**src/rtl/pipe_pkg.sv**
```systemverilog
// Shared definitions for the pipeline control slice: the forwarding-select
// encoding and the supported load-latency range.
package pipe_pkg;

    typedef enum logic [1:0] {
        FWD_RF  = 2'd0,
        FWD_EX  = 2'd1,
        FWD_MEM = 2'd2
    } fwd_sel_e;

    localparam int LOAD_LAT_MIN = 1;
    localparam int LOAD_LAT_MAX = 4;
    localparam int STALL_CNT_W  = $clog2(LOAD_LAT_MAX);

    // Out-of-range latencies are pulled to the nearest supported value so the
    // stall counter can never be loaded with something it cannot hold.
    function automatic int clamp_load_lat(input int lat);
        if (lat < LOAD_LAT_MIN) return LOAD_LAT_MIN;
        if (lat > LOAD_LAT_MAX) return LOAD_LAT_MAX;
        return lat;
    endfunction

endpackage

```
**src/rtl/hazard_unit.sv**
```systemverilog
// Purely combinational hazard detection and operand-forwarding selection
// for the decode stage of the pipeline.
module hazard_unit
    import pipe_pkg::*;
#(
    parameter int RA_W = 5
) (
    input  logic [RA_W-1:0] dec_rs1_i,
    input  logic [RA_W-1:0] dec_rs2_i,
    input  logic            dec_rd1_i,
    input  logic            dec_rd2_i,
    input  logic            dec_mem_write_i,
    input  logic [RA_W-1:0] ex_rd_i,
    input  logic [RA_W-1:0] ex_rs2_i,
    input  logic            ex_valid_i,
    input  logic            ex_reg_write_i,
    input  logic            ex_mem_read_i,
    input  logic            ex_mem_write_i,
    input  logic [RA_W-1:0] mem_rd_i,
    input  logic            mem_valid_i,
    input  logic            mem_reg_write_i,
    input  logic            mem_mem_read_i,
    output logic            load_use_o,
    output fwd_sel_e        fwd1_sel_o,
    output fwd_sel_e        fwd2_sel_o,
    output logic            store_fwd_o
);

    logic ex_fwd_ok;
    logic mem_fwd_ok;
    logic rs1_hit_ex;
    logic rs2_hit_ex;

    // A load in exec has no result yet, so it can only be reached from mem.
    assign ex_fwd_ok  = ex_reg_write_i && ex_valid_i && !ex_mem_read_i;
    assign mem_fwd_ok = mem_reg_write_i && mem_valid_i;

    assign rs1_hit_ex = dec_rd1_i && (dec_rs1_i == ex_rd_i);
    // Store data is patched from the mem stage instead, so it never stalls.
    assign rs2_hit_ex = dec_rd2_i && (dec_rs2_i == ex_rd_i) && !dec_mem_write_i;

    assign load_use_o = ex_mem_read_i && ex_valid_i && (ex_rd_i != '0)
                        && (rs1_hit_ex || rs2_hit_ex);

    assign store_fwd_o = mem_mem_read_i && ex_mem_write_i
                         && (mem_rd_i == ex_rs2_i) && (mem_rd_i != '0);

    // NOTE: every output of a combinational block gets a default first so no
    // path leaves it unassigned, which would otherwise infer a latch.
    always_comb begin
        fwd1_sel_o = FWD_RF;
        fwd2_sel_o = FWD_RF;
        if (dec_rs1_i != '0) begin
            if (ex_fwd_ok && (dec_rs1_i == ex_rd_i)) begin
                fwd1_sel_o = FWD_EX;
            end else if (mem_fwd_ok && (dec_rs1_i == mem_rd_i)) begin
                fwd1_sel_o = FWD_MEM;
            end
        end
        if (dec_rs2_i != '0) begin
            if (ex_fwd_ok && (dec_rs2_i == ex_rd_i)) begin
                fwd2_sel_o = FWD_EX;
            end else if (mem_fwd_ok && (dec_rs2_i == mem_rd_i)) begin
                fwd2_sel_o = FWD_MEM;
            end
        end
    end

endmodule

```
**src/rtl/pipe_ctrl.sv**
```systemverilog
// Pipeline control: PC sequencing, stage-valid tracking, load-use stalls,
// branch flushes and retirement count. Optional perf counters: PIPE_CTRL_PERF_EN.
module pipe_ctrl
    import pipe_pkg::*;
#(
    parameter int              XLEN     = 32,
    parameter int              RA_W     = 5,
    parameter logic [XLEN-1:0] RESET_PC = '0,
    parameter int              LOAD_LAT = 1
) (
    input  logic            clk,
    input  logic            rst,
    input  logic [RA_W-1:0] dec_rs1,
    input  logic [RA_W-1:0] dec_rs2,
    input  logic            dec_rd1,
    input  logic            dec_rd2,
    input  logic            dec_mem_write,
    input  logic [RA_W-1:0] ex_rd,
    input  logic [RA_W-1:0] ex_rs2,
    input  logic            ex_reg_write,
    input  logic            ex_mem_read,
    input  logic            ex_mem_write,
    input  logic [RA_W-1:0] mem_rd,
    input  logic            mem_reg_write,
    input  logic            mem_mem_read,
    input  logic            redirect_valid,
    input  logic [XLEN-1:0] redirect_pc,
    output logic [XLEN-1:0] pc,
    output logic [XLEN-1:0] pc_dec,
    output logic            stall,
    output logic            valid_dec,
    output logic            valid_ex,
    output logic            valid_mem,
    output logic [1:0]      fwd1_sel,
    output logic [1:0]      fwd2_sel,
    output logic            store_fwd,
    output logic [31:0]     retired
`ifdef PIPE_CTRL_PERF_EN
    ,
    output logic [31:0]     cycles,
    output logic [31:0]     stall_cycles,
    output logic [31:0]     flushes
`endif
);

    localparam int LAT = clamp_load_lat(LOAD_LAT);
    localparam logic [STALL_CNT_W-1:0] CNT_LOAD = STALL_CNT_W'(LAT - 1);

    logic [XLEN-1:0]        pc_q, pc_d;
    logic [XLEN-1:0]        pc_dec_q, pc_dec_d;
    logic                   valid_dec_q, valid_dec_d;
    logic                   valid_ex_q, valid_ex_d;
    logic                   valid_mem_q, valid_mem_d;
    logic [STALL_CNT_W-1:0] stall_cnt_q, stall_cnt_d;
    logic [31:0]            retired_q, retired_d;

    logic     load_use;
    logic     stall_busy;
    fwd_sel_e fwd1_w;
    fwd_sel_e fwd2_w;

    hazard_unit #(
        .RA_W (RA_W)
    ) u_hazard (
        .dec_rs1_i       (dec_rs1),
        .dec_rs2_i       (dec_rs2),
        .dec_rd1_i       (dec_rd1),
        .dec_rd2_i       (dec_rd2),
        .dec_mem_write_i (dec_mem_write),
        .ex_rd_i         (ex_rd),
        .ex_rs2_i        (ex_rs2),
        .ex_valid_i      (valid_ex_q),
        .ex_reg_write_i  (ex_reg_write),
        .ex_mem_read_i   (ex_mem_read),
        .ex_mem_write_i  (ex_mem_write),
        .mem_rd_i        (mem_rd),
        .mem_valid_i     (valid_mem_q),
        .mem_reg_write_i (mem_reg_write),
        .mem_mem_read_i  (mem_mem_read),
        .load_use_o      (load_use),
        .fwd1_sel_o      (fwd1_w),
        .fwd2_sel_o      (fwd2_w),
        .store_fwd_o     (store_fwd)
    );

    // The hazard cycle itself is the first stall cycle; the counter covers the rest.
    assign stall_busy = (stall_cnt_q != '0);
    assign stall      = !rst && (load_use || stall_busy);

    always_comb begin
        pc_d        = pc_q;
        pc_dec_d    = pc_dec_q;
        valid_dec_d = valid_dec_q;
        valid_ex_d  = valid_ex_q;
        valid_mem_d = valid_ex_q;
        stall_cnt_d = stall_cnt_q;
        retired_d   = retired_q + {31'b0, (valid_mem_q && mem_reg_write)};

        if (redirect_valid) begin
            // Squash the two younger instructions and abandon any stall.
            pc_d        = redirect_pc;
            pc_dec_d    = pc_q;
            valid_dec_d = 1'b0;
            valid_ex_d  = 1'b0;
            stall_cnt_d = '0;
        end else if (stall) begin
            valid_ex_d  = 1'b0;
            stall_cnt_d = stall_busy ? (stall_cnt_q - 1'b1) : CNT_LOAD;
        end else begin
            pc_d        = pc_q + XLEN'(4);
            pc_dec_d    = pc_q;
            valid_dec_d = 1'b1;
            valid_ex_d  = valid_dec_q;
        end
    end

    // NOTE: sequential state uses non-blocking assignments so every register
    // samples the pre-edge value of every other register.
    always_ff @(posedge clk) begin
        if (rst) begin
            pc_q        <= RESET_PC;
            pc_dec_q    <= RESET_PC;
            valid_dec_q <= 1'b0;
            valid_ex_q  <= 1'b0;
            valid_mem_q <= 1'b0;
            stall_cnt_q <= '0;
            retired_q   <= '0;
        end else begin
            pc_q        <= pc_d;
            pc_dec_q    <= pc_dec_d;
            valid_dec_q <= valid_dec_d;
            valid_ex_q  <= valid_ex_d;
            valid_mem_q <= valid_mem_d;
            stall_cnt_q <= stall_cnt_d;
            retired_q   <= retired_d;
        end
    end

    assign pc        = pc_q;
    assign pc_dec    = pc_dec_q;
    assign valid_dec = valid_dec_q;
    assign valid_ex  = valid_ex_q;
    assign valid_mem = valid_mem_q;
    assign fwd1_sel  = fwd1_w;
    assign fwd2_sel  = fwd2_w;
    assign retired   = retired_q;

`ifdef PIPE_CTRL_PERF_EN
    logic [31:0] cycles_q;
    logic [31:0] stall_cycles_q;
    logic [31:0] flushes_q;

    always_ff @(posedge clk) begin
        if (rst) begin
            cycles_q       <= '0;
            stall_cycles_q <= '0;
            flushes_q      <= '0;
        end else begin
            cycles_q       <= cycles_q + 32'd1;
            stall_cycles_q <= stall_cycles_q + {31'b0, stall};
            flushes_q      <= flushes_q + {31'b0, redirect_valid};
        end
    end

    assign cycles       = cycles_q;
    assign stall_cycles = stall_cycles_q;
    assign flushes      = flushes_q;
`endif

endmodule

```
**config.mk**
```make
export PLATFORM = sky130hd
export DESIGN_NAME = pipe_ctrl
export DESIGN_NICKNAME = d
export VERILOG_FILES = /design/src/rtl/pipe_pkg.sv /design/src/rtl/hazard_unit.sv /design/src/rtl/pipe_ctrl.sv
export SDC_FILE = /design/constraint.sdc
export NUM_CORES = 1
export LEC_CHECK = 0
export CAP_MARGIN = 5
export CORE_MARGIN = 10
export CORE_UTILIZATION = 49
export CTS_CLUSTER_DIAMETER = 40
export DETAILED_ROUTE_END_ITERATION = 7
export HOLD_SLACK_MARGIN = 0.03
export PLACE_DENSITY = 0.91
export RECOVER_POWER = 50
export SETUP_SLACK_MARGIN = 0.2
export SLEW_MARGIN = 15
export SYNTH_ARGS = -nofsm -noshare
export SYNTH_HDL_FRONTEND = slang
export SYNTH_SLANG_ARGS = --single-unit
```
**constraint.sdc**
```tcl
create_clock -name clk -period 3.4 [get_ports clk]
set_input_delay 0.34 -clock clk [delete_from_list [all_inputs] [get_ports clk]]
set_output_delay 0.34 -clock clk [all_outputs]
set_load 0.03 [all_outputs]
```
# == Word-level counts from Yosys, hierarchy flattened ==
# Cells that the tools add are included.
# classes
addsub,3
n_eq_ne,6
muxes,11
n_reduce_logical,29
# ops
operator,count
two-way mux 32 bit,4
adder 32 x 1 -> 32 bit,1
adder 32 x 3 -> 32 bit (second input constant),1
== test 5 bit,5
nonzero test 5 bit,4
logical AND 1 bit,17
two-way mux 2 bit,7
zero test 1 bit,3
OR reduction 3 bit,1
logical OR 1 bit,2
!= test 2 bit (second input constant),1
nonzero test 2 bit,1
OR reduction 2 bit,1
subtractor 2 x 1 -> 2 bit (second input constant),1
# totals
regBits,101
in_bits,68
out_inout_bits,105
word_cells,56

# == Logic depth before layout (Yosys ltp) ==
# Gate-level depths: netlist (run 1).
# logic_depth
depth_word,9
depth_mapped,10
ltp_nobuf,10

# == By module ==
# Synthesis (run 1) repeated with hierarchy kept, for this count alone.
# hier_totals
cells_unflattened,586
hier_area_um2,4885.9
# modules_own_cells
module,n_inst,cells_per_inst,area_per_inst_um2,seq_area_each_um2
pipe_ctrl,1,529,4489.3,2021.9
hazard_unit,1,57,396.6,0.0

# == Least setup slack after synthesis (run 1) ==
# No wires, ideal clock.
# synth_path
path_kind,register -> register
start,reg pc_q[2] (netlist: pc[2])
end,reg pc_q[28] (netlist: pc[28])
setup_ps,91
arrival_ps,2520
required_ps,3309
slack_ps,789
stages_incl_launch_ff,9
n_path_buf,1
period_less_slack_ps,2611
path_cell_list,dfxtp_1 -> ha_1 -> nand3_4 -> or3b_1 -> buf_6 -> nor4b_4 -> nand3_1 -> or4_1 -> a311oi_1
# synth_via
elab_chain_cells,3
# synth_lines
item,line,source
from (decl),pipe_ctrl.sv:49,"logic [XLEN-1:0] pc_q, pc_d;"
from (signal assigned),pipe_ctrl.sv:129,pc_q <= pc_d;
adder 32 x 3 -> 32 bit,pipe_ctrl.sv:110,pc_d = pc_q + XLEN'(4);
two-way mux 32 bit,pipe_ctrl.sv:106,end else if (stall) begin
two-way mux 32 bit,pipe_ctrl.sv:99,if (redirect_valid) begin
# Every way passes these cells. The select of a mux whose other input is x is not followed.
# A chain may end at the register's enable or synchronous reset.

# == Worst setup path after layout (run 1) ==
# layout_path
start,in ex_rd[0]
end,out fwd1_sel[0]
# layout_via
elab_chain_cells,4
# layout_lines
item,line,source
from (decl),pipe_ctrl.sv:18,"input logic [RA_W-1:0] ex_rd,"
== test 5 bit,hazard_unit.sv:54,if (ex_fwd_ok && (dec_rs1_i == ex_rd_i)) begin
logical AND 1 bit,hazard_unit.sv:54,
two-way mux 2 bit,hazard_unit.sv:54,
two-way mux 2 bit,hazard_unit.sv:53,if (dec_rs1_i != '0) begin
to (decl),pipe_ctrl.sv:34,"output logic [1:0] fwd1_sel,"
# Every way passes these cells.

==> flow_metrics.py, run 1 <==
metrics = {
    "worst_hold_path": {
        "min_path_type": "primary input to flip-flop",
    },
    "sta": {
        "drv_slew": 81,
        "skew_ns": 0.0145,
        "grt_setup_unrepaired": "no",
        "setup_viol": 0,
        "relSlewSlack_pct": -7.73,
        "final.period_utilization_pct": 84.2,
        "layout_min_cycle_time_ns": 2.86,
        "fmax_mhz": 349,
        "fin_ws_ns": 0.538,
        "tightestPinTransition_ns": 1.62,
        "finalSetupTns_ns": 0,
        "hold_viol": 0,
    },
    "route": {
        "dr_total_vias": 5216,
        "wl_per_cell_um": 19.0,
        "viasPerCell": 5.83,
        "wl_met2_um": 8470,
        "ant_nets": 0,
        "wirelength_um": 17000,
        "drtIter0Drc": 576,
        "dr_wl_met3_um": 1790,
        "top_layer": "met5",
        "drt_first_pass_iters": 5,
        "drc": 0,
        "drt-met1-wl_um": 6510,
    },
    "critical_path": {
        "path_buf_inv": 2,
        "critPathRequiredTime_ns": 3.06,
        "endpoint_kind": "primary output",
        "critPathTopFamily": "buffers and inverters",
        "slowest_delay_ns": 0.69,
        "critPathMaxFanout": 3,
        "cp.arrival_ns": 2.52,
        "start_kind": "primary input",
        "critical_path_class": "primary input to primary output",
        "slowest_stage": "clkdlybuf4s50_1",
        "cp_common_cell": "clkdlybuf4s50_1",
        "worstPathCellList": "clkdlybuf4s50_1, xnor2_1, nand3_1, or4_1, nor2_1, clkdlybuf4s50_1",
    },
    "power_and_ir_drop": {
        "pwr-share-comb_pct": 16.4,
        "power.leakage_uw": 0.00283,
        "share_clk_of_total_power_pct": 32.2,
        "p_seq_share_pct": 51.4,
        "p_sw_share_pct": 28.6,
        "powerDensity_nw_per_um2": 349,
        "total_power_uw": 2470,
        "internal-power_uw": 1770,
        "p_sw_uw": 706,
        "ir_drop_uv": 273,
    },
    "clocking": {
        "clockBufferDepth": 2,
        "cts_tree": "yes",
        "clockRootBuffer": "clkbuf_8",
        "cts_resized": 0,
        "cts_buffers": 9,
        "post_cts.repair.setup_buffers": 0,
        "clkSlewWorstSetupHoldPaths_ns": 0.10,
        "htree_num_levels": 3,
        "clk_latency_ns": 0.37,
        "cts_sinks": 101,
        "hold_buffers": 0,
    },
    "global_routing": {
        "grt_remaining_overflow": 0,
        "antenna_found_initial": 2,
        "grt_max_degree": 81,
        "grt_usage_pct": 22.0,
        "grt_pass1_wl_um": 26600,
        "grt_pass1_vias": 5076,
    },
    "final_layout": {
        "drive_above_1_share_pct": 8.58,
        "fin_cells": 894,
        "antenna_cells": 0,
        "area_growth_syn_to_layout_pct": 40.0,
        "nets": 824,
    },
    "synthesis": {
        "yosys_warnings": 0,
        "syn-cell-area_um2": 5060,
        "synth_flop_cell": "dfxtp_1",
        "synthArstFlopShare_pct": 0,
        "synthCells": 592,
        "synth-seq-cells": 101,
        "yosysUniqueCellTypes": 57,
        "yosysSeqAreaShare_pct": 39.9,
        "synth.avg_cell_area_um2": 8.55,
        "synth-edff-count": 0,
        "synth_nets": 663,
    },
    "placed_design": {
        "port_buffers": 172,
        "place_ws_ns": 0.296,
        "dp_hpwl_um": 13000,
        "gp_congestion": 0.878,
        "dp.cells": 878,
    },
    "floorplanning": {
        "fp.dieW_um": 122,
        "coreArea_um2": 10200,
        "start_util_pct": 49.7,
        "die_h_um": 122,
        "io_pins": 173,
        "rows": 37,
        "die_area_um2": 14800,
    },
    "run": {
        "maxCapViolCount": 1,
    },
    "run_status": {
        "violations": "max-capacitance violations, max-slew violations",
        "status": "finished, violations left",
    },
}
registers in the layout (all words and copies together) (netlist names):
register,flops
retired,32
stall_cnt_q,2
valid_mem,1
pc_dec,32
pc,32
valid_dec,1
valid_ex,1
path summary, 6_finish.rpt:
| path | depth (start not counted) | from | endpoint | slack [ns] |
|---|---|---|---|---|
| worst min-delay path | 3 | redirect_valid | valid_dec | 0.37 |
| worst min register to register | 1 | stall_cnt_q[0] | stall_cnt_q[0] | 0.45 |
| worst max-delay path | 6 | ex_rd[0] | fwd1_sel[0] | 0.54 |
| worst max register to register | 7 | pc[3] | pc[30] | 0.54 |
power groups by stage:
| stage | logic (uW) | clock network (uW) | registers, uW |
|---|---|---|---|
| after floorplan | 133 | 0 | 1370 |
| after global placement | 409 | 0 | 1300 |
| after CTS | 417 | 804 | 1270 |
| after global routing | 431 | 848 | 1280 |
| final | 405 | 797 | 1270 |
| after detailed placement | 415 | 0 | 1300 |
per-layer routing:
layer	global-route usage, %	vias up
li1	-	2458
met1	25.1	2477
met2	38.6	249
met3	8.88	28
met4	3.50	4
met5	0	-
kinds of logic (layout without fill, tap and decap cells):
logic type	after synthesis	in the layout	share of synthesized area (%)
muxes	31	31	6.82
DFF	101	101	39.9
and+or+nand+nor	251	251	25.9
buffers and inverters	46	212	3.61
AOI/OAI and AO/OA	115	115	15.3
adders and majority gates	3	3	0.742
xor gates and xnor gates	45	45	7.79
placed cells by master (no fill, tap or decap), types with 6 or more instances in the layout:
master,n
clkdlybuf4s50_1,80
nor2b_1,30
nor2_1,66
dfxtp_1,101
nand4_1,12
nand2_1,45
o21ai_0,29
buf_4,9
o31ai_1,9
or3_1,8
inv_1,15
a31oi_1,10
nor4_1,7
mux2_2,28
and3_1,10
nand3_1,22
a21oi_1,20
o311ai_0,7
clkbuf_8,9
a311oi_1,6
dlygate4sd3_1,89
xnor2_1,27
nor3_1,23
or4_1,8
xor2_1,18
Yosys cell counts, drive strengths merged, types with 5 or more instances:
cell type	count	area [um2]
nor4	7	43.8
o21ai	30	150
xor2	18	158
o311ai	7	61.3
or4	8	60.1
inv	15	56.3
nand2	45	169
xnor2	27	236
a22oi	5	37.5
dfxtp	101	2020
mux2	28	315
clkbuf	24	90.1
nand4	12	75.1
o31ai	9	67.6
buf	7	36.3
and3	11	73.8
nand3	23	128
nor3	23	115
a31oi	10	62.6
a311oi	6	52.6
a21oi	20	100
o32ai	5	43.8
nor2b	30	188
or3	8	50.1
nor2	67	251
and4	6	53.8
worst reg2reg max path, cell delays in order, from the launching register on:
cell,delay [ns]
dfxtp_1,0.46
ha_1,0.29
nand3_4,0.13
or3b_1,0.59
nor3_1,0.41
nand4_1,0.18
or4_1,0.43
a311oi_1,0.25
final cells by class:
cell class / count / area [um2]
clock buffers: 9 / 124
clock inverters: 7 / 80.1
fillers: 809 / 3100
inverters: 15 / 56.3
multi-input cells: 445 / 2860
flip-flops and latches: 101 / 2020
well taps: 136 / 170
repair buffers: 181 / 1770
per-stage QoR:
step	utilization, %	cell area (um2)	hold slack, ns
floorplan	-	5060	0.417
global placement	67.6	6890	0.427
detailed placement	67.6	6890	0.444
CTS	69.6	7090	0.351
global route	69.6	7090	0.374
finish	69.6	7090	0.366
(Power assumes the default switching activity.)
==> inputs of run 2 (changes only) <==
CORE_UTILIZATION = 41   (was 49)
PLACE_DENSITY = 0.82   (was 0.91)
clock period = 2.3 ns   (was 3.4 ns; I/O delays follow)
==> run 2 against run 1 <==
Net effect: critical path depth increased by 2; the flow now finishes without violations; cell area increased by 11%; hold slack improved by 0.093 ns; sequential share of layout area decreased by 2.5 points; clock power increased by 92%; largest cell class unchanged.
==> flow_metrics.py, run 2 (synthesized netlist as in run 1, its figures left out) <==
metrics = {
    "sta": {
        "relSlewSlack_pct": 44.0,
        "timing.hold.ws_ns": 0.459,
        "setup_viol": 0,
        "tightestPinTransition_ns": 0.840,
        "layout_min_cycle_time_ns": 2.20,
        "final.period_utilization_pct": 95.5,
        "drv_slew": 0,
        "fin_ws_ns": 0.105,
        "skew_ns": 0.0102,
        "fmax_mhz": 455,
        "grt_setup_unrepaired": "yes",
        "hold_viol": 0,
    },
    "final_layout": {
        "antenna_cells": 0,
        "drive_above_1_share_pct": 20.5,
        "nets": 887,
        "fin_cells": 988,
        "fill_cells": 975,
        "layout_commonest_cell": "dfxtp_1",
        "final_cell_mix": "88 x dfxtp_1, 85 x dlygate4sd3_1, 68 x buf_4",
        "area_growth_syn_to_layout_pct": 55.0,
    },
    "global_routing": {
        "grt_pass1_vias": 5506,
        "grt_pass1_wl_um": 28800,
        "grt_use_met2_pct": 34.6,
        "grt_remaining_overflow": 0,
        "grt_usage_pct": 19.9,
        "grt_max_degree": 80,
        "met1_usage_pct": 22.1,
        "antenna_found_initial": 1,
        "grt_use_met3_pct": 8.04,
        "busiest_layer": "met2",
    },
    "route": {
        "drc": 0,
        "ant_nets": 0,
        "wl_per_cell_um": 18.3,
        "dr_total_vias": 5473,
        "drtIter0Drc": 421,
        "wirelength_um": 18100,
        "viasPerCell": 5.54,
        "drt_first_pass_iters": 5,
    },
    "floorplanning": {
        "fp.dieW_um": 131,
        "die_area_um2": 17200,
        "die_h_um": 131,
        "coreArea_um2": 12100,
        "start_util_pct": 42.0,
        "io_pins": 173,
        "rows": 40,
    },
    "clocking": {
        "clockBufferDepth": 2,
        "clockRootBuffer": "clkbuf_16",
        "hold_buffers": 0,
        "clk_latency_ns": 0.34,
        "htree_num_levels": 3,
        "cts_tree": "yes",
        "cts_sinks": 101,
        "cts_buffers": 9,
        "clkSlewWorstSetupHoldPaths_ns": 0.07,
    },
    "critical_path": {
        "critical_path_class": "flip-flop to flip-flop",
        "endpoint_kind": "flip-flop",
        "worstPathCellList": "ha_4, nand3_4, or3b_4, buf_6, nor2_4, nand2_2, or4_1, a311oi_1",
        "start_kind": "flip-flop",
        "slowest_delay_ns": 0.46,
        "path_buf_inv": 1,
        "critPathTopFamily": "simple AND/OR/NAND/NOR gates",
        "critPathRequiredTime_ns": 2.55,
        "cp.arrival_ns": 2.44,
        "critPathMaxFanout": 3,
        "slowest_stage": "or4_1",
    },
    "worst_hold_path": {
        "min_path_type": "flip-flop to flip-flop",
    },
    "power_and_ir_drop": {
        "power.leakage_uw": 0.00325,
        "ir_drop_uv": 387,
        "total_power_uw": 4060,
        "powerDensity_nw_per_um2": 518,
    },
    "placed_design": {
        "dp_hpwl_um": 13500,
        "place_ws_ns": -0.410,
        "gp_congestion": 0.862,
        "port_buffers": 172,
        "dp.cells": 957,
    },
    "run": {
        "maxCapViolCount": 0,
    },
    "run_status": {
        "status": "completed",
    },
}
## run 2: worst register-to-register path, cell delays in order (launching register included)
cell,delay (ns)
dfxtp_4,0.36
ha_4,0.14
nand3_4,0.08
or3b_4,0.45
buf_6,0.15
nor2_4,0.13
nand2_2,0.07
or4_1,0.46
a311oi_1,0.26
## run 2: per-stage QoR
stage | utilization (%) | cell area [um2] | setup TNS (ns)
after floorplan | - | 5130 | 0
after global placement | 61.0 | 7350 | -11.52
after detailed placement | 61.0 | 7350 | -14.31
after CTS | 64.2 | 7740 | 0
after global routing | 65.1 | 7850 | 0
final | 65.1 | 7850 | 0
## run 2: report_power, final
part,internal (uW),switching (uW)
logic,319,351
clock network,871,657
registers,1810,53.9
## run 2: final cells by class
type                       instances  area, um2  share of cell area [%]
multi-input combinational        446       3010                    38.4
timing repair buffer             243       2230                    28.4
sequential                       101       2050                    26.1
clock buffer                      12        246                    3.14
tap                              168        210                    2.68
inverter                          15       56.3                   0.717
clock inverter                     3       46.3                   0.590
## run 2: what timing repair did
action	4_1_cts	5_1_grt
buffers inserted	8	7
resized for setup	44	17
gates cloned	1	0
endpoints found under the setup margin	44	16
hold endpoints to repair	0	0
pin swaps	17	16
## run 2: final timing paths
path	from	to	slack [ns]	cells past startpoint
hold reg to reg	stall_cnt_q[0]	stall_cnt_q[0]	0.46	1
setup / recovery	pc[3]	pc[20]	0.10	8
hold / removal	stall_cnt_q[0]	stall_cnt_q[0]	0.46	1
setup reg to reg	pc[3]	pc[20]	0.10	8
## run 2: layer usage
layer	share of wire (%)	wire length [um]
met3	11	1950
met4	1.9	338
met5	0.072	13
met1	38	6850
met2	49	8910
==> inputs of run 3 (changes only) <==
CELL_PAD_IN_SITES_DETAIL_PLACEMENT = 1   (was default)
CELL_PAD_IN_SITES_GLOBAL_PLACEMENT = 1   (was default)
CORE_UTILIZATION = 30   (was 41)
PLACE_DENSITY = 0.83   (was 0.82)
clock period = 1.9 ns   (was 2.3 ns; I/O delays follow)
==> run 3 against run 2 <==
Net effect: the run now ends with negative setup slack left; non-clock buffer count is 78 higher; clock power is 29% higher; cell area rose by 20%; total power up 29%; count of clock-buffer cells in the layout fell by 2; sequential cell count is the same; clock skew up 0.0039 ns; die area grew 31%; utilization fell by 8.4 points; wire length grew 49%; final cell count up 14%; global-route usage is 0.62 points higher; critical endpoint unchanged; largest cell class unchanged; largest power group unchanged; highest routed layer unchanged.
==> flow_metrics.py, run 3 (synthesized netlist as in run 1, its figures left out) <==
metrics = {
    "critical_path": {
        "slowest_stage": "or4_4",
        "critPathTopFamily": "simple AND/OR/NAND/NOR gates",
        "slowest_delay_ns": 0.44,
        "endpoint_kind": "flip-flop",
        "critical_path_class": "flip-flop to flip-flop",
        "worstPathCellList": "ha_4, nand3_4, or3b_4, buf_6, buf_6, nor2_4, nand2_1, or4_4, a311oi_2",
        "start_kind": "flip-flop",
        "cp_common_cell": "buf_6",
        "critPathMaxFanout": 3,
        "critPathRequiredTime_ns": 2.16,
        "path_buf_inv": 2,
        "cp.arrival_ns": 2.61,
    },
    "route": {
        "dr_total_vias": 6149,
        "drc": 0,
        "drtIter0Drc": 365,
        "ant_nets": 0,
        "drt_first_pass_iters": 5,
        "wirelength_um": 27000,
        "wl_per_cell_um": 24.0,
        "viasPerCell": 5.48,
    },
    "run": {
        "maxCapViolCount": 0,
    },
    "run_status": {
        "violations": "negative setup slack",
        "status": "finished, violations left",
    },
    "power_and_ir_drop": {
        "power.leakage_uw": 0.00394,
        "ir_drop_uv": 550,
        "total_power_uw": 5260,
        "powerDensity_nw_per_um2": 559,
    },
    "final_layout": {
        "regArea_um2": 2110,
        "final_cell_mix": "116 x buf_4, 105 x clkdlybuf4s50_1, 60 x dfxtp_1",
        "final_util_pct": 56.7,
        "multi_input_area_um2": 3660,
        "fill_cells": 1866,
        "nets": 965,
        "area_growth_syn_to_layout_pct": 85.8,
        "layout_commonest_cell": "buf_4",
        "drive_above_1_share_pct": 41.0,
    },
    "sta": {
        "drv_slew": 0,
        "timing.hold.ws_ns": 0.457,
        "setup_viol": 19,
        "final.period_utilization_pct": 124,
        "tightestPinTransition_ns": 0.979,
        "layout_min_cycle_time_ns": 2.35,
        "fmax_mhz": 426,
        "relSlewSlack_pct": 34.7,
        "skew_ns": 0.0141,
        "grt_setup_unrepaired": "yes",
        "hold_viol": 0,
        "fin_ws_ns": -0.447,
    },
    "floorplanning": {
        "io_pins": 173,
        "start_util_pct": 30.5,
        "coreArea_um2": 16600,
        "fp.dieW_um": 150,
        "rows": 47,
        "die_area_um2": 22500,
        "die_h_um": 150,
    },
    "global_routing": {
        "grt_remaining_overflow": 0,
        "grt_max_degree": 81,
        "grt_pass1_wl_um": 36300,
        "antenna_found_initial": 4,
        "grt_pass1_vias": 6461,
        "grt_usage_pct": 20.5,
    },
    "worst_hold_path": {
        "min_path_type": "primary input to flip-flop",
    },
    "placed_design": {
        "place_ws_ns": -0.848,
        "port_buffers": 172,
        "gp_congestion": 0.885,
        "dp_hpwl_um": 15700,
    },
    "clocking": {
        "cts_buffers": 9,
        "clockRootBuffer": "clkbuf_16",
        "cts_sinks": 101,
        "clkSlewWorstSetupHoldPaths_ns": 0.08,
        "clk_latency_ns": 0.37,
        "clockBufferDepth": 2,
        "cts_tree": "yes",
        "htree_num_levels": 3,
        "hold_buffers": 0,
    },
}
[run 3: cell types whose count changed in the layout (fill, tap and decap cells not counted), moves of 13 or more]
cell	previous run	this run
dlygate4sd3_1	85	0
buf_4	68	116
clkdlybuf4s50_1	64	105
buf_6	2	35
dfxtp_1	88	60
dlygate4sd2_1	11	33
dfxtp_2	10	28
nor2_1	62	49
nor3_1	19	6
[run 3: layout make-up]
class                           count  area share (%)
Antenna cell                        3          0.0798
Timing Repair Buffer              321            31.8
Multi-Input combinational cell    446            38.9
Tap cell                          220            2.93
Clock inverter                      6           0.718
Sequential cell                   101            22.4
Inverter                           15           0.599
Clock buffer                       10            2.54
[run 3: report_power, final]
| group | switching (uW) | internal (uW) | total [uW] |
|---|---|---|---|
| clock network | 914 | 1070 | 1980 |
| logic | 559 | 475 | 1030 |
| registers | 58.9 | 2180 | 2240 |
| total | 1530 | 3720 | 5260 |
[run 3: path summary, 6_finish.rpt]
check | startpoint | end | slack [ns] | cells past startpoint
worst max-delay path | pc[2] | pc[20] | -0.45 | 9
worst min-delay path | redirect_pc[0] | pc[0] | 0.46 | 3
worst max register to register | pc[2] | pc[20] | -0.45 | 9
worst min register to register | pc_dec[17] | pc_dec[17] | 0.48 | 1
[run 3: stage by stage]
stage / std cells / instance area [um2] / TNS, ns
floorplan: 592 / 5340 / -1.12
detailed placement: 1055 / 7940 / -45.74
CTS: 1104 / 8810 / -1.39
global placement: 1055 / 7940 / -40.23
global route: 1122 / 9410 / -4.13
finish: 1122 / 9410 / -3.38
[run 3: layer usage]
layer / routed length (um) / vias up / track usage (%)
met5: 13 / - / 0
met4: 945 / 2 / 7.92
met3: 2180 / 62 / 7.07
met2: 13800 / 259 / 36.3
met1: 10000 / 3073 / 22.0
li1: - / 2753 / -
[run 3: worst reg2reg max path, stage by stage, from the launching register on]
cell and delay, ns:
dfxtp_4 0.37, ha_4 0.14, nand3_4 0.09, or3b_4 0.43, buf_6 0.14, buf_6 0.12, nor2_4 0.10, nand2_1 0.11
or4_4 0.44, a311oi_2 0.30
[run 3: repair_timing]
item	4_1_cts	5_1_grt
setup buffers	32	15
pin swaps	44	26
gates resized for setup	207	102
endpoints found under the setup margin	109	70
gates cloned	1	0
